[config.mk]
export PLATFORM = sky130hd
export DESIGN_NAME = grey_hblur3
export DESIGN_NICKNAME = d
export VERILOG_FILES = /design/src/rtl/grey_hblur_pkg.sv /design/src/rtl/grey_hblur3.sv
export SDC_FILE = /design/constraint.sdc
export NUM_CORES = 1
export LEC_CHECK = 0
export BUFFER_PORTS_ARGS = -buffer_cell sky130_fd_sc_hd__buf_4
export CELL_PAD_IN_SITES_DETAIL_PLACEMENT = 1
export CELL_PAD_IN_SITES_GLOBAL_PLACEMENT = 1
export CORE_AREA = 8 8 80 82
export CTS_CLUSTER_DIAMETER = 80
export DETAILED_ROUTE_END_ITERATION = 8
export DIE_AREA = 0 0 88 90
export PLACE_DENSITY = 0.84
export SETUP_SLACK_MARGIN = 0.5
export SLEW_MARGIN = 20
export SYNTH_ARGS = -nofsm -noshare
export SYNTH_HDL_FRONTEND = slang
export SYNTH_SLANG_ARGS = --single-unit
export TNS_END_PERCENT = 100
[constraint.sdc]
create_clock -name aclk -period 4.4 [get_ports aclk]
set_input_delay 1.32 -clock aclk [delete_from_list [all_inputs] [get_ports aclk]]
set_output_delay 1.32 -clock aclk [all_outputs]
set_load 0.01 [all_outputs]
[src/rtl/grey_hblur_pkg.sv]
// -----------------------------------------------------------------------------
// grey_hblur_pkg
// Shared definitions for the grey_hblur3 horizontal smoothing stage:
//   - PIX_W   : width of one greyscale sample
//   - state_e : line-tracking state (EMPTY, HOLD, FLUSH)
//   - hblur3  : [1 2 1]/4 kernel on three samples
// Optional feature macro: GREY_HBLUR_ROUND_EN
//   defined   -> kernel rounds half-up (adds 2 before the shift)
//   undefined -> kernel truncates
// -----------------------------------------------------------------------------
package grey_hblur_pkg;

    localparam int unsigned PIX_W = 8;

    typedef enum logic [1:0] {
        EMPTY = 2'd0,   // no pixel of the current line held
        HOLD  = 2'd1,   // at least one pixel held, line still open
        FLUSH = 2'd2    // tlast seen, last output still to be produced
    } state_e;

    // Sum is PIX_W+2 bits: max 255+510+255 = 1020 (1022 with rounding),
    // so dropping the two LSBs can never overflow PIX_W bits.
    function automatic logic [PIX_W-1:0] hblur3(
        input logic [PIX_W-1:0] prev,
        input logic [PIX_W-1:0] cur,
        input logic [PIX_W-1:0] nxt
    );
        logic [PIX_W+1:0] sum;
        sum = {2'b00, prev} + {1'b0, cur, 1'b0} + {2'b00, nxt};
`ifdef GREY_HBLUR_ROUND_EN
        sum = sum + (PIX_W+2)'(2);
`endif
        return sum[PIX_W+1:2];
    endfunction

endpackage

[src/rtl/grey_hblur3.sv]
// -----------------------------------------------------------------------------
// grey_hblur3
// Horizontal 3-tap [1 2 1]/4 smoothing of greyscale video on AXI4-Stream.
// Edge pixels are replicated at both ends of each line; tuser/tlast travel
// with their pixels. Full backpressure on both sides.
//
// Ports:
//   aclk, areset                 clock, asynchronous active-high reset
//   s_axis_video_tdata  [3*PIX_W] input pixel, only [PIX_W-1:0] used
//   s_axis_video_tvalid/tready   input handshake
//   s_axis_video_tuser/tlast     start of frame / end of line
//   m_axis_video_tdata  [3*PIX_W] output {Y',Y',Y'}
//   m_axis_video_tvalid/tready   output handshake
//   m_axis_video_tuser/tlast     start of frame / end of line
//
// Optional feature macro: GREY_HBLUR_ROUND_EN (see grey_hblur_pkg::hblur3).
// -----------------------------------------------------------------------------
module grey_hblur3
    import grey_hblur_pkg::*;
(
    input  logic               aclk,
    input  logic               areset,
    input  logic [3*PIX_W-1:0] s_axis_video_tdata,
    input  logic               s_axis_video_tvalid,
    output logic               s_axis_video_tready,
    input  logic               s_axis_video_tuser,
    input  logic               s_axis_video_tlast,
    output logic [3*PIX_W-1:0] m_axis_video_tdata,
    output logic               m_axis_video_tvalid,
    input  logic               m_axis_video_tready,
    output logic               m_axis_video_tuser,
    output logic               m_axis_video_tlast
);

    state_e           state_q,     state_d;
    logic [PIX_W-1:0] prev_q,      prev_d;
    logic [PIX_W-1:0] cur_q,       cur_d;
    logic             sof_pend_q,  sof_pend_d;
    logic [PIX_W-1:0] out_data_q,  out_data_d;
    logic             out_valid_q, out_valid_d;
    logic             out_user_q,  out_user_d;
    logic             out_last_q,  out_last_d;

    logic             out_load;
    logic             accept;
    logic [PIX_W-1:0] in_pix;

    // Upper colour lanes carry copies of Y and are deliberately dropped.
    logic unused_upper_lanes;
    assign unused_upper_lanes = ^s_axis_video_tdata[3*PIX_W-1:PIX_W];

    assign in_pix   = s_axis_video_tdata[PIX_W-1:0];

    // Output register may take a new value when empty or being drained.
    assign out_load = !out_valid_q || m_axis_video_tready;

    // FLUSH needs the output register for the line's last pixel, so input
    // stalls there; areset gating keeps tready low throughout reset.
    assign s_axis_video_tready = out_load && (state_q != FLUSH) && !areset;
    assign accept              = s_axis_video_tvalid && s_axis_video_tready;

    always_comb begin
        state_d     = state_q;
        prev_d      = prev_q;
        cur_d       = cur_q;
        sof_pend_d  = sof_pend_q;
        out_data_d  = out_data_q;
        out_valid_d = out_valid_q;
        out_user_d  = out_user_q;
        out_last_d  = out_last_q;

        // A drained output register empties unless reloaded below.
        if (out_load) begin
            out_valid_d = 1'b0;
        end

        unique case (state_q)
            EMPTY: begin
                if (accept) begin
                    // First pixel doubles as its own left neighbour.
                    prev_d     = in_pix;
                    cur_d      = in_pix;
                    sof_pend_d = s_axis_video_tuser;
                    state_d    = s_axis_video_tlast ? FLUSH : HOLD;
                end
            end
            HOLD: begin
                if (accept) begin
                    out_data_d  = hblur3(prev_q, cur_q, in_pix);
                    out_valid_d = 1'b1;
                    out_user_d  = sof_pend_q;
                    out_last_d  = 1'b0;
                    prev_d      = cur_q;
                    cur_d       = in_pix;
                    sof_pend_d  = s_axis_video_tuser;
                    state_d     = s_axis_video_tlast ? FLUSH : HOLD;
                end
            end
            FLUSH: begin
                if (out_load) begin
                    // Last pixel doubles as its own right neighbour.
                    out_data_d  = hblur3(prev_q, cur_q, cur_q);
                    out_valid_d = 1'b1;
                    out_user_d  = sof_pend_q;
                    out_last_d  = 1'b1;
                    state_d     = EMPTY;
                end
            end
            default: begin
                state_d = EMPTY;
            end
        endcase
    end

    always_ff @(posedge aclk or posedge areset) begin
        if (areset) begin
            state_q     <= EMPTY;
            prev_q      <= '0;
            cur_q       <= '0;
            sof_pend_q  <= 1'b0;
            out_data_q  <= '0;
            out_valid_q <= 1'b0;
            out_user_q  <= 1'b0;
            out_last_q  <= 1'b0;
        end else begin
            state_q     <= state_d;
            prev_q      <= prev_d;
            cur_q       <= cur_d;
            sof_pend_q  <= sof_pend_d;
            out_data_q  <= out_data_d;
            out_valid_q <= out_valid_d;
            out_user_q  <= out_user_d;
            out_last_q  <= out_last_d;
        end
    end

    assign m_axis_video_tdata  = {3{out_data_q}};
    assign m_axis_video_tvalid = out_valid_q;
    assign m_axis_video_tuser  = out_user_q;
    assign m_axis_video_tlast  = out_last_q;

endmodule

==> results of run 1 <==
## critical path: stages
cell     delay [ns]
buf_4          0.11
nor2b_1        0.14
nor3_1         0.07
buf_4          0.18
## how the worst max path moves through the flow
stage                     cells after the start                  start  slack (ns)                   to
after CTS                                     4    m_axis_video_tready        1.25  s_axis_video_tready
after floorplan                               2    m_axis_video_tready        1.43  s_axis_video_tready
after global placement                        9  s_axis_video_tdata[3]        1.17        out_data_q[7]
after global routing                         10             state_q[0]        1.15        out_data_q[7]
after detailed placement                      9  s_axis_video_tdata[3]        1.09        out_data_q[7]
final                                         4    m_axis_video_tready        1.26  s_axis_video_tready
## routing by layer
| metal | global-route usage (%) | routed length (µm) |
|---|---|---|
| met3 | 4.09 | 325 |
| met5 | 0 | 0 |
| met2 | 20.4 | 2240 |
| met1 | 15.2 | 2130 |
| met4 | 5.45 | 80 |
## state kept, by name, summed over array words and instances (netlist names)
register             flops
cur_q                    8
out_data_q               8
prev_q                   8
state_q                  2
m_axis_video_tlast       1
m_axis_video_tuser       1
m_axis_video_tvalid      1
sof_pend_q               1
## power by group through the flow
stage / logic [mW] / registers (mW) / clock network [mW]
finish: 1.55 / 0.526 / 0.229
global placement: 1.47 / 0.520 / 0
floorplan: 1.18 / 0.526 / 0
CTS: 1.56 / 0.529 / 0.237
detailed placement: 1.54 / 0.534 / 0
global route: 1.74 / 0.548 / 0.250
## layout make-up
| type | count | area [µm²] | area share [%] |
|---|---|---|---|
| clock buffer | 7 | 86.3 | 3.53 |
| tap | 72 | 90.1 | 3.68 |
| multi-input combinational | 154 | 1150 | 47.1 |
| clock inverter | 1 | 5.00 | 0.205 |
| sequential | 30 | 751 | 30.7 |
| timing repair buffer | 43 | 323 | 13.2 |
| inverter | 10 | 37.5 | 1.54 |
## kinds of logic (layout without fill, tap and decap cells)
logic type / Yosys count / count (layout)
mux: 26 / 26
simple gates: 58 / 58
flops: 30 / 30
buf+inv: 32 / 61
compound gates: 45 / 45
xor+xnor: 7 / 7
fa+ha+maj: 18 / 18
## placed cells by master, fill, tap and decap left out, types with 3 or more instances in the layout
master    count
mux2_2       18
o21a_1        5
nor2_1        9
inv_1         9
buf_4        43
ha_1         17
mux2i_1       8
nor2b_1       3
dfrtp_1      30
o21ai_0      18
nand3_1       5
xnor2_1       5
clkbuf_8      6
o31ai_1       3
nor3_1        5
nand2_1      26
a21oi_1       5
==> summary.txt, run 1 <==
Finish
  • Nets: 292
  • P&R area growth vs syn: 17.6%
  • Fillers: 605
  • Final Instance Area: 2440 µm²
  • N_diodes: 0
  • Fin util: 46.7%
  • Layout cells sized above 1: 29.0%
  • Final non-filler cell total: 317

Power
  • Int Pwr: 1.27 mW
  • Switching share of power: 44.9%
  • Leak: 1.14 nW
  • Combinational Power Share: 67.3%
  • Sw Pwr: 1.04 mW
  • VDD IR max: 333 µV
  • Seq pwr share: 22.8%
  • Clock share of power: 9.9%
  • Overall power: 2.31 mW
  • PwrDens: 945 nW/µm²

Synth
  • Post-synth ARST share: 100%
  • Post-synth EDFFs: 0
  • Netlist Area Pre-Place: 2080 µm²
  • Yosys Warn Count: 0
  • Avg Cell Area, Syn: 9.63 µm²
  • Proportion of netlist area held by the largest area contributor: 36.1%
  • Post-synthesis xor/xnor area fraction: 2.95%
  • Fraction of the mapped netlist area in adder cells: 11.2%
  • Syn nets: 264
  • Seq/Total Area, Yosys: 36.1%
  • Largest cells by area after synthesis: dfrtp_1 36%, ha_1 10%, mux2_2 9.7%, buf_4 5.8%, nand2_1 4.7%
  • Mux cell area share after synthesis: 13.6%
  • Top post-synthesis cells by count: 30 x dfrtp_1, 26 x nand2_1, 19 x o21ai_0
  • Synth cell types: 41
  • Largest family of logic cells by synthesized area: compound AO/OA/AOI/OAI gates
  • Yosys reg bits: 30
  • Most common cell in the synthesized netlist: dfrtp_1
  • Top FF cell, synth: dfrtp_1
  • Cells after synthesis: 216
  • Simple-gate area share of the yosys netlist: 13.5%
  • Synth Area in Compound Gates: 13.8%
  • Synth area leader: dfrtp_1

Detailed routing
  • WL final: 4780 µm
  • DRT iter0 DRCs: 49
  • Residual DRC count: 0
  • Vias per inst: 5.15
  • DR WL/cell: 15.1 µm
  • DR pass1 iterations: 4
  • Post-route ant nets: 0
  • Via count: 1633

Worst setup path
  • CP max FO: 2
  • WP data arrival: 1.82 ns
  • R2R cell count: 10
  • Worst setup EP type: primary output
  • Worst R2R End: out_data_q[7]
  • CP required: 3.08 ns
  • FF-to-FF setup slack: 1.37 ns
  • CP startpoint kind: input port
  • RR Startpoint: state_q[0]
  • Kind of critical path: in2out

STA
  • Final setup fails: 0
  • Final WS setup: 1.26 ns
  • TNS Setup: 0 ns
  • Min Clock Period, post-route: 3.14 ns
  • RSZ-0062 raised after global routing: no
  • Tcrit/Tclk final: 71.4%
  • Worst-margin pin slew: 0.943 ns
  • Fin. Hold Viols: 0
  • Slew Limit Fails: 0
  • Hold Slack: 0.495 ns
  • Worst clock skew: 0.00297 ns
  • Max Fclk: 318 MHz
  • Slew margin rel.: 36.8%

Worst hold path
  • Hold Path End: prev_q[3]
  • Hold Crit Class: reg2reg
  • Hold depth: 2
  • Hold path start: prev_q[3]

Global routing
  • First-pass GRT wire length: 8070 µm
  • Largest net degree at the start of global routing: 28
  • Vias in the first global route: 1701
  • Total gr overflow: 0
  • GRT Util Overall: 12.8%
  • Initial antenna violation count: 0

Die
  • Width of the die: 88 µm
  • Die Span Y: 90 µm
  • IO Pins: 58
  • Die area: 7920 µm²
  • Initial Util: 39.7%
  • Core footprint: 5240 µm²
  • # rows: 27

Clock tree
  • Skew-Pair Late Insertion Delay: 0.28 ns
  • Post-cts repair resize count: 0
  • Longest Clk Path Bufs: 2
  • CTS tree: done
  • Cts hold-fix bufs: 0
  • Clk sinks: 30
  • CTS clock-pin slew for the worst setup and hold paths: 0.06 ns
  • CTS root buffer: clkbuf_8
  • H-tree depth: 2
  • Total CTS buffers: 5
  • Post-CTS setup buffer count: 0

Placement
  • Number of port buffers: 41
  • Placed Area: 2350 µm²
  • Placed insts: 309
  • Dpl hpwl: 3740 µm
  • Place WS: 1.09 ns
  • GP Congestion: 0.762

Status
  • Status: completed

Flow run
  • Max_cap viols: 0
(Power assumes the default switching activity.)
==> run 2: changes to the inputs <==
Settings changed: CORE_AREA 8 8 80 82 to 8 8 87 89, DIE_AREA 0 0 88 90 to 0 0 95 97, PLACE_DENSITY 0.84 to 0.75.
Clock period 4.4 ns to 2.56 ns, I/O delays scaled along.
==> summary.txt, run 2 (synthesis results as in run 1) <==
Worst setup path
  • FF-to-FF setup slack: -0.13 ns (was 1.37 ns)
  • CP required: 2.76 ns (was 3.08 ns)
  • CP Cell Sequence: ha_2, inv_2, fa_2, buf_4, xnor2_2, ha_4, and4_1, nand2_2, a31oi_2, o211ai_1, buf_4, a211o_1, o211ai_2 (was buf_4, nor2b_1, nor3_1, buf_4)
  • Critical-path top delay cell: fa_2 (was buf_4)
  • CP startpoint kind: flip-flop (was input port)
  • CP max FO: 4 (was 2)
  • CP dominant cell by count: buf_4 (unchanged)
  • WP data arrival: 2.90 ns (was 1.82 ns)
  • Crit-path max cell delay: 0.38 ns (was 0.18 ns)
  • Kind of critical path: reg2reg (was in2out)
  • Worst setup EP type: flip-flop (was primary output)

Global routing
  • First-pass GRT wire length: 8750 µm (was 8070 µm)
  • Vias in the first global route: 1887 (was 1701)
  • Largest net degree at the start of global routing: 31 (was 28)
  • Initial antenna violation count: 0 (unchanged)
  • Total gr overflow: 0 (unchanged)
  • GRT Util Overall: 11.7% (was 12.8%)

STA
  • Worst-margin pin slew: 0.667 ns (was 0.943 ns)
  • Final setup fails: 4 (was 0)
  • Fin. Hold Viols: 0 (unchanged)
  • Slew margin rel.: 55.3% (was 36.8%)
  • Final WS setup: -0.134 ns (was 1.26 ns)
  • Min Clock Period, post-route: 2.69 ns
  • Tcrit/Tclk final: 105%
  • Worst clock skew: 0.00568 ns (was 0.00297 ns)
  • Slew Limit Fails: 0 (unchanged)
  • TNS Setup: -0.468 ns (was 0 ns)
  • Max Fclk: 371 MHz
  • RSZ-0062 raised after global routing: yes (was no)

Die
  • Width of the die: 95 µm (was 88 µm)
  • # rows: 29 (was 27)
  • Initial Util: 33.5% (was 39.7%)
  • IO Pins: 58 (unchanged)
  • Die Span Y: 97 µm (was 90 µm)
  • Die area: 9220 µm² (was 7920 µm²)
  • Core footprint: 6200 µm² (was 5240 µm²)

Power
  • Int Pwr: 2.92 mW (was 1.27 mW)
  • Overall power: 5.07 mW (was 2.31 mW)
  • Switching share of power: 42.4% (was 44.9%)
  • Combinational Power Share: 74.3% (was 67.3%)
  • PwrDens: 1800 nW/µm² (was 945 nW/µm²)
  • Sw Pwr: 2.15 mW (was 1.04 mW)
  • Clock share of power: 8.0% (was 9.9%)
  • VDD IR max: 672 µV (was 333 µV)
  • Seq pwr share: 17.7% (was 22.8%)
  • Leak: 1.32 nW (was 1.14 nW)

Finish
  • Largest regs: cur_q: 8 flops, out_data_q: 8 flops, prev_q: 8 flops (unchanged)
  • Fin util: 45.5% (was 46.7%)
  • Layout cells sized above 1: 44.3% (was 29.0%)
  • Most frequent cells in the layout: 64 x buf_4, 30 x dfrtp_1, 25 x nand2_1 (was 43 x buf_4, 30 x dfrtp_1, 26 x nand2_1)
  • Nets: 320 (was 292)
  • P&R area growth vs syn: 35.6% (was 17.6%)
  • N_diodes: 0 (unchanged)
  • Most common cell after layout, fill and taps aside: buf_4 (unchanged)

Detailed routing
  • Vias per inst: 5.05 (was 5.15)
  • Met1 Wirelength: 2240 µm (was 2130 µm)
  • Metal3 WL: 313 µm (was 325 µm)
  • DR pass1 iterations: 4 (unchanged)
  • DRT iter0 DRCs: 49 (unchanged)
  • DR WL/cell: 15.9 µm (was 15.1 µm)
  • Post-route ant nets: 0 (unchanged)
  • Via count: 1768 (was 1633)
  • WL met2: 2940 µm (was 2240 µm)
  • Residual DRC count: 0 (unchanged)
  • WL final: 5580 µm (was 4780 µm)
  • Max Used Layer: met4 (unchanged)

Placement
  • Dpl hpwl: 3820 µm (was 3740 µm)
  • Place WS: -0.122 ns (was 1.09 ns)
  • GP Congestion: 0.815 (was 0.762)
  • Number of port buffers: 41 (unchanged)

Clock tree
  • Cts hold-fix bufs: 0 (unchanged)
  • Clk sinks: 30 (unchanged)
  • Total CTS buffers: 5 (unchanged)
  • CTS clock-pin slew for the worst setup and hold paths: 0.07 ns (was 0.06 ns)
  • Skew-Pair Late Insertion Delay: 0.28 ns (about the same)
  • Longest Clk Path Bufs: 2 (unchanged)
  • CTS tree: done (unchanged)
  • CTS root buffer: clkbuf_8 (unchanged)
  • H-tree depth: 2 (unchanged)

Worst hold path
  • Hold Crit Class: reg2reg (unchanged)

Flow run
  • Max_cap viols: 0 (unchanged)

Status
  • Failing checks: negative setup slack
  • Status: finished with violations (was completed)
-- run 2: layer usage --
metal	track usage, %	vias to the layer above
met5	0	-
met4	4.81	0
met3	2.63	6
met2	20.2	34
met1	13.3	873
li1	-	855
-- run 2: cell type report --
class	instances	area (µm²)
fillers	705	3380
clock inverters	1	5.00
clock buffers	7	86.3
flip-flops and latches	30	751
inverters	10	37.5
repair buffers	71	562
multi-input cells	154	1280
well taps	77	96.3
-- run 2: path summary, 6_finish.rpt --
check	end	start	cells after the start
setup / recovery	out_data_q[7]	prev_q[1]	13
setup reg to reg	out_data_q[7]	prev_q[1]	13
hold / removal	prev_q[7]	prev_q[7]	2
min in group asynchronous	m_axis_video_tvalid	areset	3
hold reg to reg	prev_q[7]	prev_q[7]	2
max in group asynchronous	cur_q[7]	areset	3
-- run 2: worst max-delay path: cells and delay by family, from the launching register on --
| family | cells | cell delay [ns] |
|---|---|---|
| adders and majority gates | 3 | 0.87 |
| AOI/OAI and AO/OA | 4 | 0.62 |
| DFF | 1 | 0.37 |
| buffers and inverters | 3 | 0.36 |
| and+or+nand+nor | 2 | 0.26 |
| xor gates and xnor gates | 1 | 0.14 |
-- run 2: power groups by stage --
stage / sequential, mW / clock (mW) / combinational [mW]
6_report: 0.898 / 0.405 / 3.77
5_1_grt: 0.938 / 0.433 / 4.13
4_1_cts: 0.902 / 0.415 / 3.53
3_5_place_dp: 0.904 / 0 / 3.17
3_3_place_gp: 0.889 / 0 / 3.06
2_1_floorplan: 0.906 / 0 / 2.22
-- run 2: metrics by stage --
| step | cell area (µm²) | hold WS [ns] | std cells |
|---|---|---|---|
| global placement | 2530 | 0.471 | 329 |
| floorplan | 2150 | 0.456 | 216 |
| global route | 2820 | 0.541 | 350 |
| CTS | 2760 | 0.498 | 345 |
| detailed placement | 2530 | 0.481 | 329 |
| finish | 2820 | 0.497 | 350 |
-- run 2: repair_timing --
| action | 4_1_cts | 5_1_grt |
|---|---|---|
| setup buffers | 8 | 4 |
| endpoints found under the hold margin | 0 | 0 |
| endpoints found under the setup margin | 25 | 10 |
| gates resized for setup | 15 | 8 |
| pin swaps | 11 | 15 |
| cloned | 0 | 1 |
